===== src/rtl/pcie_vc_credit_arbiter_pkg.sv =====
// Shared types for the PCIe two-VC credit arbiter.
// Holds FSM states, VC identifier and the default TLP width.
package pcie_vc_credit_arbiter_pkg;

    localparam int TLP_W_DEF = 224;

    typedef enum logic [1:0] {
        S_INIT = 2'd0,
        S_ARB  = 2'd1,
        S_SEND = 2'd2
    } arb_state_t;

    typedef enum logic {
        VC0 = 1'b0,
        VC1 = 1'b1
    } vc_id_t;

endpackage


===== src/rtl/pcie_vc_credit_arbiter_credit.sv =====
// Per-VC flow-control credit counter.
// Load, +1 on return, -1 on grant, saturating, with nonzero flag.
module pcie_credit_counter #(
    parameter int CRED_W = 8
) (
    input  logic              clk,
    input  logic              rst_n,
    input  logic              load_i,
    input  logic [CRED_W-1:0] load_val_i,
    input  logic              inc_i,
    input  logic              dec_i,
    output logic              nonzero_o
);

    localparam logic [CRED_W-1:0] CNT_MAX = '1;
    localparam logic [CRED_W-1:0] CNT_ONE = CRED_W'(1);

    logic [CRED_W-1:0] cnt_q;
    logic [CRED_W-1:0] cnt_d;

    // Next count: load wins; simultaneous inc and dec cancel out.
    always_comb begin
        cnt_d = cnt_q;
        if (load_i) begin
            cnt_d = load_val_i;
        end else if (inc_i && !dec_i) begin
            if (cnt_q != CNT_MAX) cnt_d = cnt_q + CNT_ONE;
        end else if (dec_i && !inc_i) begin
            if (cnt_q != '0) cnt_d = cnt_q - CNT_ONE;
        end
    end

    // Credit register.
    always_ff @(posedge clk or negedge rst_n) begin
        if (!rst_n) cnt_q <= '0;
        else        cnt_q <= cnt_d;
    end

    assign nonzero_o = (cnt_q != '0);

endmodule


===== src/rtl/pcie_vc_credit_arbiter.sv =====
// Two-VC credit-gated TLP arbiter with weighted round robin.
// Define PCIE_VC_ARB_STRICT_EN for VC1 strict priority instead.
module pcie_vc_credit_arbiter
    import pcie_vc_credit_arbiter_pkg::*;
#(
    parameter int TLP_W      = TLP_W_DEF,
    parameter int CRED_W     = 8,
    parameter int VC0_WEIGHT = 3,
    parameter int VC1_WEIGHT = 1
) (
    input  logic              clk,
    input  logic              rst_n,
    input  logic              vc0_empty_i,
    input  logic [TLP_W-1:0]  vc0_rdata_i,
    output logic              vc0_rden_o,
    input  logic              vc1_empty_i,
    input  logic [TLP_W-1:0]  vc1_rdata_i,
    output logic              vc1_rden_o,
    input  logic              cred_init_valid_i,
    input  logic [CRED_W-1:0] cred_init_vc0_i,
    input  logic [CRED_W-1:0] cred_init_vc1_i,
    input  logic              cred_ret_vc0_i,
    input  logic              cred_ret_vc1_i,
    output logic              tlp_valid_o,
    output logic [TLP_W-1:0]  tlp_o,
    output logic              tlp_vc_o,
    input  logic              tlp_ready_i
);

    arb_state_t        state_q, state_d;
    logic [TLP_W-1:0]  tlp_q, tlp_d;
    vc_id_t            vc_q, vc_d;

    logic nz0, nz1;
    logic elig0, elig1;
    logic grant0, grant1;
    logic arb_en;
    logic cred_load;
    logic ret_en;

    assign arb_en    = (state_q == S_ARB);
    assign cred_load = (state_q == S_INIT) && cred_init_valid_i;
    assign ret_en    = (state_q != S_INIT);
    assign elig0     = !vc0_empty_i && nz0;
    assign elig1     = !vc1_empty_i && nz1;

    pcie_credit_counter #(.CRED_W(CRED_W)) u_cred_vc0 (
        .clk        (clk),
        .rst_n      (rst_n),
        .load_i     (cred_load),
        .load_val_i (cred_init_vc0_i),
        .inc_i      (cred_ret_vc0_i && ret_en),
        .dec_i      (grant0),
        .nonzero_o  (nz0)
    );

    pcie_credit_counter #(.CRED_W(CRED_W)) u_cred_vc1 (
        .clk        (clk),
        .rst_n      (rst_n),
        .load_i     (cred_load),
        .load_val_i (cred_init_vc1_i),
        .inc_i      (cred_ret_vc1_i && ret_en),
        .dec_i      (grant1),
        .nonzero_o  (nz1)
    );

`ifdef PCIE_VC_ARB_STRICT_EN
    assign grant1 = arb_en && elig1;
    assign grant0 = arb_en && elig0 && !elig1;
`else
    localparam logic [3:0] W0 = VC0_WEIGHT[3:0];
    localparam logic [3:0] W1 = VC1_WEIGHT[3:0];

    vc_id_t     pref_q, pref_d;
    logic [3:0] cnt_q, cnt_d;
    logic [3:0] cnt_inc;
    logic [3:0] w_pref;
    logic       pref_elig, oth_elig;
    logic       grant_pref, grant_oth;

    assign pref_elig  = (pref_q == VC0) ? elig0 : elig1;
    assign oth_elig   = (pref_q == VC0) ? elig1 : elig0;
    assign grant_pref = arb_en && pref_elig;
    assign grant_oth  = arb_en && !pref_elig && oth_elig;
    assign grant0     = (pref_q == VC0) ? grant_pref : grant_oth;
    assign grant1     = (pref_q == VC1) ? grant_pref : grant_oth;
    assign cnt_inc    = cnt_q + 4'd1;
    assign w_pref     = (pref_q == VC0) ? W0 : W1;

    // Only a preferred-VC grant advances the turn; fallbacks leave it.
    always_comb begin
        pref_d = pref_q;
        cnt_d  = cnt_q;
        if (grant_pref) begin
            if (cnt_inc == w_pref) begin
                pref_d = (pref_q == VC0) ? VC1 : VC0;
                cnt_d  = '0;
            end else begin
                cnt_d  = cnt_inc;
            end
        end
    end

    // WRR turn pointer and run length.
    always_ff @(posedge clk or negedge rst_n) begin
        if (!rst_n) begin
            pref_q <= VC0;
            cnt_q  <= '0;
        end else begin
            pref_q <= pref_d;
            cnt_q  <= cnt_d;
        end
    end
`endif

    // FSM next state and TLP capture on grant.
    always_comb begin
        state_d = state_q;
        tlp_d   = tlp_q;
        vc_d    = vc_q;
        unique case (state_q)
            S_INIT: begin
                if (cred_init_valid_i) state_d = S_ARB;
            end
            S_ARB: begin
                if (grant0 || grant1) begin
                    tlp_d   = grant1 ? vc1_rdata_i : vc0_rdata_i;
                    vc_d    = grant1 ? VC1 : VC0;
                    state_d = S_SEND;
                end
            end
            S_SEND: begin
                if (tlp_ready_i) state_d = S_ARB;
            end
            default: state_d = S_INIT;
        endcase
    end

    // FSM state and held TLP registers.
    always_ff @(posedge clk or negedge rst_n) begin
        if (!rst_n) begin
            state_q <= S_INIT;
            tlp_q   <= '0;
            vc_q    <= VC0;
        end else begin
            state_q <= state_d;
            tlp_q   <= tlp_d;
            vc_q    <= vc_d;
        end
    end

    assign vc0_rden_o  = grant0;
    assign vc1_rden_o  = grant1;
    assign tlp_valid_o = (state_q == S_SEND);
    assign tlp_o       = tlp_q;
    assign tlp_vc_o    = vc_q;

endmodule

===== config.mk =====
export PLATFORM = sky130hd
export DESIGN_NAME = pcie_vc_credit_arbiter
export DESIGN_NICKNAME = d
export VERILOG_FILES = /design/src/rtl/pcie_vc_credit_arbiter_pkg.sv /design/src/rtl/pcie_vc_credit_arbiter_credit.sv /design/src/rtl/pcie_vc_credit_arbiter.sv
export SDC_FILE = /design/constraint.sdc
export NUM_CORES = 1
export LEC_CHECK = 0
export CORE_AREA = 2 2 273 275
export CTS_CLUSTER_SIZE = 14
export DETAILED_ROUTE_END_ITERATION = 10
export DIE_AREA = 0 0 275 277
export HOLD_SLACK_MARGIN = 0.02
export SLEW_MARGIN = 30
export SYNTH_ARGS = -nofsm -noshare
export SYNTH_HDL_FRONTEND = slang
export SYNTH_HIERARCHICAL = 1
export SYNTH_SLANG_ARGS = --single-unit

===== constraint.sdc =====
create_clock -name clk -period 4.3 [get_ports clk]
set_clock_uncertainty 0.05 [all_clocks]
set_input_delay 0.86 -clock clk [delete_from_list [all_inputs] [get_ports clk]]
set_output_delay 0.86 -clock clk [all_outputs]
set_load 0.05 [all_outputs]

==> flow_summary.ini, run 1 <==
[run_status]
status = finished, violations left
violations = design-rule violations

[worst_setup_path]
r2r_setup_slack_ns = 0.41
crit_buf_inv = 2
crit_chain = or4_4 > or2_2 > and3b_1 > nor3_4 > buf_4 > buf_4
max_stage_delay_ns = 0.59
crit_family = simple AND/OR/NAND/NOR gates
cp_max_fo = 62
timing.rr.end = u_cred_vc0/cnt_q[4]
reg2reg_from = u_cred_vc0/cnt_q[2]
crit_path_end = vc0_rden_o
start_kind = flip-flop
crit_top_cell = buf_4
worst-r2r-cell-count = 12
cp.required_ns = 3.39
critPathKind = flip-flop to output pin
crit_slowest_cell = or4_4
crit_arrival_ns = 3.21
critPathCaptureType = output pin
worst-path-stages = 6
cp-startpoint = u_cred_vc1/cnt_q[2]

[power_and_ir_drop]
leakage_nw = 9.149
p_comb_share_pct = 57.4
switching_power_mw = 8.039
powerDensity_mw_per_mm2 = 820.0
pwr-share-seq_pct = 26.0
p_int_mw = 8.546
p_clk_share_pct = 16.7
ir_drop_uv = 570.1
swShare_pct = 48.47

[cts]
cts-buffers-inserted = 30
cts_tree = built
cts.repair.resized = 0
cts_sinks = 248
insertion_delay_ns = 0.60
cts.clk_slew.worst_paths_ns = 0.06
clk_path_buf_depth = 3
clock-root-buffer = clkbuf_16
cts_setup_buffers = 0
cts_max_level = 1
cts_hold_buf = 0

[timing]
whs_ns = 0.1145
drv_slew = 0
finalCritPeriodShare_pct = 95.71
setup_violations = 0
hold_viol = 0
rsz0062_at_grt = false
setup_tns_ns = 0
tightest_slew_ns = 0.8892
max_freq_mhz = 243.0
final.min_clock_period_ns = 4.116
max-slew-margin-rel_pct = 40.72

[final_layout]
syn2layout_area_growth_pct = 82.02
fillers = 7658
fin_area_sq_mm = 0.02023
nets = 2123
drive_above_1_share_pct = 6.250

[floorplan]
die-area_sq_mm = 0.07618
coreArea_sq_mm = 0.07357
fp.dieH_microns = 277
rows = 100
io_pins = 700
die_w_microns = 275
initial_core_util_pct = 15.10

[global_route]
grt_pass1_wl_microns = 78270
antenna_found_initial = 37
grt_max_degree = 132
grt_use_total_pct = 13.82
grt-ovfl-total = 0
first_global_vias = 11595

[routing]
drc = 7
routedWlPerCell_microns = 21.38
via_per_inst = 4.413
firstDrtPassIters = 11
antenna_left = 0
drt_iter0_drc = 1776
routed_wl_microns = 56490
routed-via-count = 11658

[placement]
place_congestion = 0.9229
io_buffers = 699
placed_cell_area_sq_mm = 0.01909
dp_hpwl_microns = 44050

[worst_hold_path]
min_path_type = primary input to asynchronous set/reset pin

[synthesis]
synth-edff-count = 0
synth_area_leaders = dfrtp_1 (56%), a222oi_1 (20%), inv_1 (7.8%)
synthTopCellsByCount = dfrtp_1 (248), inv_1 (232), a222oi_1 (224), buf_2 (48), clkbuf_1 (23)
avgSynthCellArea_sq_um = 11.37
postSynth.asyncResetShare_pct = 100.0
yosysMostFrequentCell = dfrtp_1
synth_top_area_share_pct = 55.85
syn_nets = 1460
ys_seq_area_share_pct = 55.85
synthesis.area_sq_mm = 0.01111
ys_warn_count = 6
ys.flop_type = dfrtp_1
synth_cell_type_count = 58
synthCells = 977
synth_area_leader_cell = dfrtp_1
ys_ff_latch = 248

[job]
cap_violations = 0
## stage by stage
stage	std cells	power (mW)	utilization, %	worst slack, ns
2_1_floorplan	977	10.40	-	0.04392
3_3_place_gp	2576	13.67	25.95	0.4870
3_5_place_dp	2576	13.83	25.95	0.3756
4_1_cts	2632	16.68	27.41	0.1396
5_1_grt	2641	17.44	27.49	0.02718
6_report	2642	16.58	27.49	0.1844
## cells in the final DEF, fill, tap and decap left out, drive strengths merged, types with 3 or more instances in the layout
| master | n |
|---|---|
| diode | 9 |
| mux2 | 4 |
| nor3 | 8 |
| nand2b | 6 |
| a22oi | 4 |
| nor4 | 5 |
| buf | 19 |
| and2 | 5 |
| nand4 | 5 |
| nor2b | 8 |
| a222oi | 224 |
| a21oi | 8 |
| dfrtp | 248 |
| clkdlybuf4s50 | 696 |
| and4 | 4 |
| nor2 | 12 |
| nand2 | 15 |
| o21ai | 20 |
| clkinvlp | 5 |
| a31oi | 6 |
| xnor2 | 13 |
| clkbuf | 34 |
| o31ai | 6 |
| xor2 | 5 |
| bufinv | 5 |
| mux2i | 3 |
| or4 | 4 |
| clkinv | 12 |
| ha | 11 |
| inv | 234 |
## kinds of logic after synthesis
logic type	count (synthesis)	synth area share [%]
buffers and inverters	318	11.55
flip-flops	248	55.85
AO/OA/AOI/OAI	292	24.72
multiplexers	7	0.6756
adder cells (fa/ha/maj)	11	1.239
XOR/XNOR	18	1.419
AND/OR/NAND/NOR	83	4.549
## worst reg2reg max path: stages (launching register included)
cell      delay [ns]
dfrtp_1         0.49
or4_4           0.59
or2_2           0.30
nand2b_1        0.18
nor3_4          0.07
nor2b_1         0.17
clkinv_1        0.33
ha_1            0.39
nor4_1          0.45
nor3_1          0.13
a211oi_1        0.28
xnor2_1         0.10
mux2_2          0.26
## final cells by class
class                   instances  area, sq um  area share, %
clock buffers                  34        807.0          3.990
clock inverters                22        266.5          1.318
multi-input cells             411         3635          17.97
repair buffers                715         7198          35.59
inverters                     234        878.3          4.343
well taps                     969         1212          5.994
diodes                          9        22.52         0.1114
flip-flops and latches        248         6206          30.68
## metal layers
layer	wire [microns]	track usage [%]
met1	21420	16.22
met2	27100	23.26
met3	5758	3.885
met4	2136	6.223
met5	69	0
## registers in the layout, summed over array words and instances (netlist names)
signal	cells
tlp_vc_o	1
u_cred_vc1/cnt_q	8
u_cred_vc0/cnt_q	8
tlp_o	224
state_q	2
pref_q	1
cnt_q	4
## power groups by stage
stage / sequential, mW / combinational, mW / clock (mW)
after floorplan: 7.56 / 2.84 / 0
after global placement: 4.28 / 9.39 / 0
after detailed placement: 4.31 / 9.53 / 0
after CTS: 4.30 / 9.53 / 2.85
after global routing: 4.43 / 10.1 / 2.94
final: 4.31 / 9.52 / 2.76
## how the worst min path moves through the flow
stage | start | to | slack (ns) | cells past startpoint
final | rst_n | tlp_o[201] | 0.11 | 1
after global routing | rst_n | tlp_o[201] | 0.12 | 1
after global placement | cnt_q[3] | cnt_q[3] | 0.41 | 1
after detailed placement | tlp_vc_o | tlp_vc_o | 0.43 | 1
after CTS | rst_n | tlp_o[201] | 0.30 | 1
after floorplan | cnt_q[3] | cnt_q[3] | 0.40 | 1
Power figures use the tool's default switching activity.
==> run 2, diff against run 1 <==
--- a/config.mk
+++ b/config.mk
@@ -6,11 +6,11 @@
 export NUM_CORES = 1
 export LEC_CHECK = 0
 export CORE_AREA = 2 2 273 275
-export CTS_CLUSTER_SIZE = 14
+export CTS_CLUSTER_SIZE = 30
 export DETAILED_ROUTE_END_ITERATION = 10
 export DIE_AREA = 0 0 275 277
 export HOLD_SLACK_MARGIN = 0.02
-export SLEW_MARGIN = 30
+export SLEW_MARGIN = 0
 export SYNTH_ARGS = -nofsm -noshare
 export SYNTH_HDL_FRONTEND = slang
 export SYNTH_HIERARCHICAL = 1
==> flow_summary.ini, run 2 (synthesized netlist as in run 1, its figures left out) <==
[run_status]
status = finished, violations left
violations = design-rule violations

[worst_setup_path]
critPathCaptureType = output pin
crit_arrival_ns = 3.23
critPathKind = flip-flop to output pin
r2r_setup_slack_ns = 0.34
max_stage_delay_ns = 0.59
cp_max_fo = 58
crit_top_cell = buf_4
crit_chain = or4_4 > or2_2 > nor3b_2 > nor3_2 > buf_4 > buf_4
crit_slowest_cell = or4_4
crit_buf_inv = 2
cp.required_ns = 3.39
worst-r2r-cell-count = 12
start_kind = flip-flop
crit_family = simple AND/OR/NAND/NOR gates
worst-path-stages = 6

[placement]
io_buffers = 699
place_congestion = 0.9229
dpl.cell_count = 2576
dp_hpwl_microns = 43980

[cts]
cts_tree = built
cts_sinks = 248
cts_max_level = 1
cts-buffers-inserted = 31
cts_hold_buf = 0
cts.clk_slew.worst_paths_ns = 0.06
insertion_delay_ns = 0.59
cts_setup_buffers = 0
clock-root-buffer = clkbuf_16
clk_path_buf_depth = 3

[routing]
routedWlPerCell_microns = 21.46
routed-via-count = 11732
via_per_inst = 4.444
routed_wl_microns = 56650
firstDrtPassIters = 11
antenna_left = 0
drc = 4
drt_iter0_drc = 1893

[timing]
max-slew-margin-rel_pct = 24.69
setup_tns_ns = 0
hold_viol = 0
rsz0062_at_grt = false
max_freq_mhz = 241.5
final.min_clock_period_ns = 4.141
finalCritPeriodShare_pct = 96.30
setup_violations = 0
drv_slew = 0
tightest_slew_ns = 1.130

[global_route]
grt-busiest-layer = met2
first_global_vias = 11497
grt_max_degree = 132
grt-ovfl-total = 0
met3_usage_pct = 3.512
antenna_found_initial = 33
grt_pass1_wl_microns = 78550
grt_use_total_pct = 13.84
use_met2_pct = 23.76
use_met1_pct = 16.77

[final_layout]
nets = 2123
layout_common_cells = clkdlybuf4s50_1 (696), dfrtp_1 (248), inv_1 (232)
final_cells = 2640
largest_reg_flops = 224
mostFrequentLayoutCell = clkdlybuf4s50_1
drive_above_1_share_pct = 6.073
syn2layout_area_growth_pct = 81.62

[floorplan]
die_w_microns = 275
die-area_sq_mm = 0.07618
rows = 100
initial_core_util_pct = 15.10
coreArea_sq_mm = 0.07357
io_pins = 700
fp.dieH_microns = 277

[power_and_ir_drop]
ir_drop_uv = 537.3
finalPower_mw = 16.55
powerDensity_mw_per_mm2 = 820.0
leakage_nw = 9.135

[job]
cap_violations = 0

[worst_hold_path]
min_path_type = primary input to asynchronous set/reset pin
-- run 2: cell types whose count changed in the layout (fill, tap and decap cells not counted), sizes merged --
| cell | delta |
|---|---|
| clkinvlp | -1 |
| clkinv | -3 |
| inv | -1 |
| diode | -1 |
| buf | -1 |
| clkbuf | +6 |
| bufinv | -1 |
-- run 2: cell type report --
class | count | area (sq um)
fillers | 7622 | 53390
repair buffers | 714 | 7163
flip-flops and latches | 248 | 6206
multi-input cells | 411 | 3635
well taps | 969 | 1212
inverters | 234 | 878.3
clock buffers | 40 | 869.6
clock inverters | 16 | 197.7
diodes | 8 | 20.02
-- run 2: path summary, 6_finish.rpt --
path / end / start
max: vc1_rden_o / u_cred_vc0/cnt_q[2]
min: tlp_o[201] / rst_n
max reg2reg: u_cred_vc0/cnt_q[4] / u_cred_vc0/cnt_q[2]
min reg2reg: tlp_vc_o / tlp_vc_o
max in group asynchronous: tlp_o[1] / rst_n
min in group clk: tlp_vc_o / tlp_vc_o
-- run 2: metrics by stage --
stage                     util (%)  area (sq um)  hold slack, ns  worst slack (ns)
after detailed placement     25.95         19090          0.4249            0.3695
after global routing         27.42         20170          0.3351          0.002006
after floorplan                  -         11110          0.3964           0.04392
final                        27.43         20180          0.2804            0.1592
after global placement       25.95         19090          0.4140            0.4870
after CTS                    27.40         20160          0.2991            0.1339
-- run 2: worst reg2reg max path, cell delays in order (launching register included) --
cell      delay [ns]
dfrtp_1         0.49
or4_4           0.59
or2_2           0.30
nand2b_1        0.17
nor3_4          0.07
nor2b_1         0.18
clkinv_1        0.33
ha_1            0.39
nor4_1          0.48
nor3_1          0.13
a211oi_1        0.29
xnor2_1         0.10
mux2_2          0.26
-- run 2: per-layer routing --
metal / up-vias / share of wire, %
li1: 5098 / -
met1: 5751 / 38
met2: 771 / 49
met3: 104 / 11
met4: 8 / 3.1
met5: - / 0.083
-- run 2: timing repair --
action / CTS / global route
resized for setup: 0 / 1
hold endpoints to repair: 0 / 0
endpoints found under the setup margin: 0 / 1
-- run 2: power breakdown --
part	internal [mW]	switching, mW	leakage, nW
Sequential	3.46	0.847	3.08
Clock	1.65	1.08	0.518
Combinational	3.43	6.08	5.54
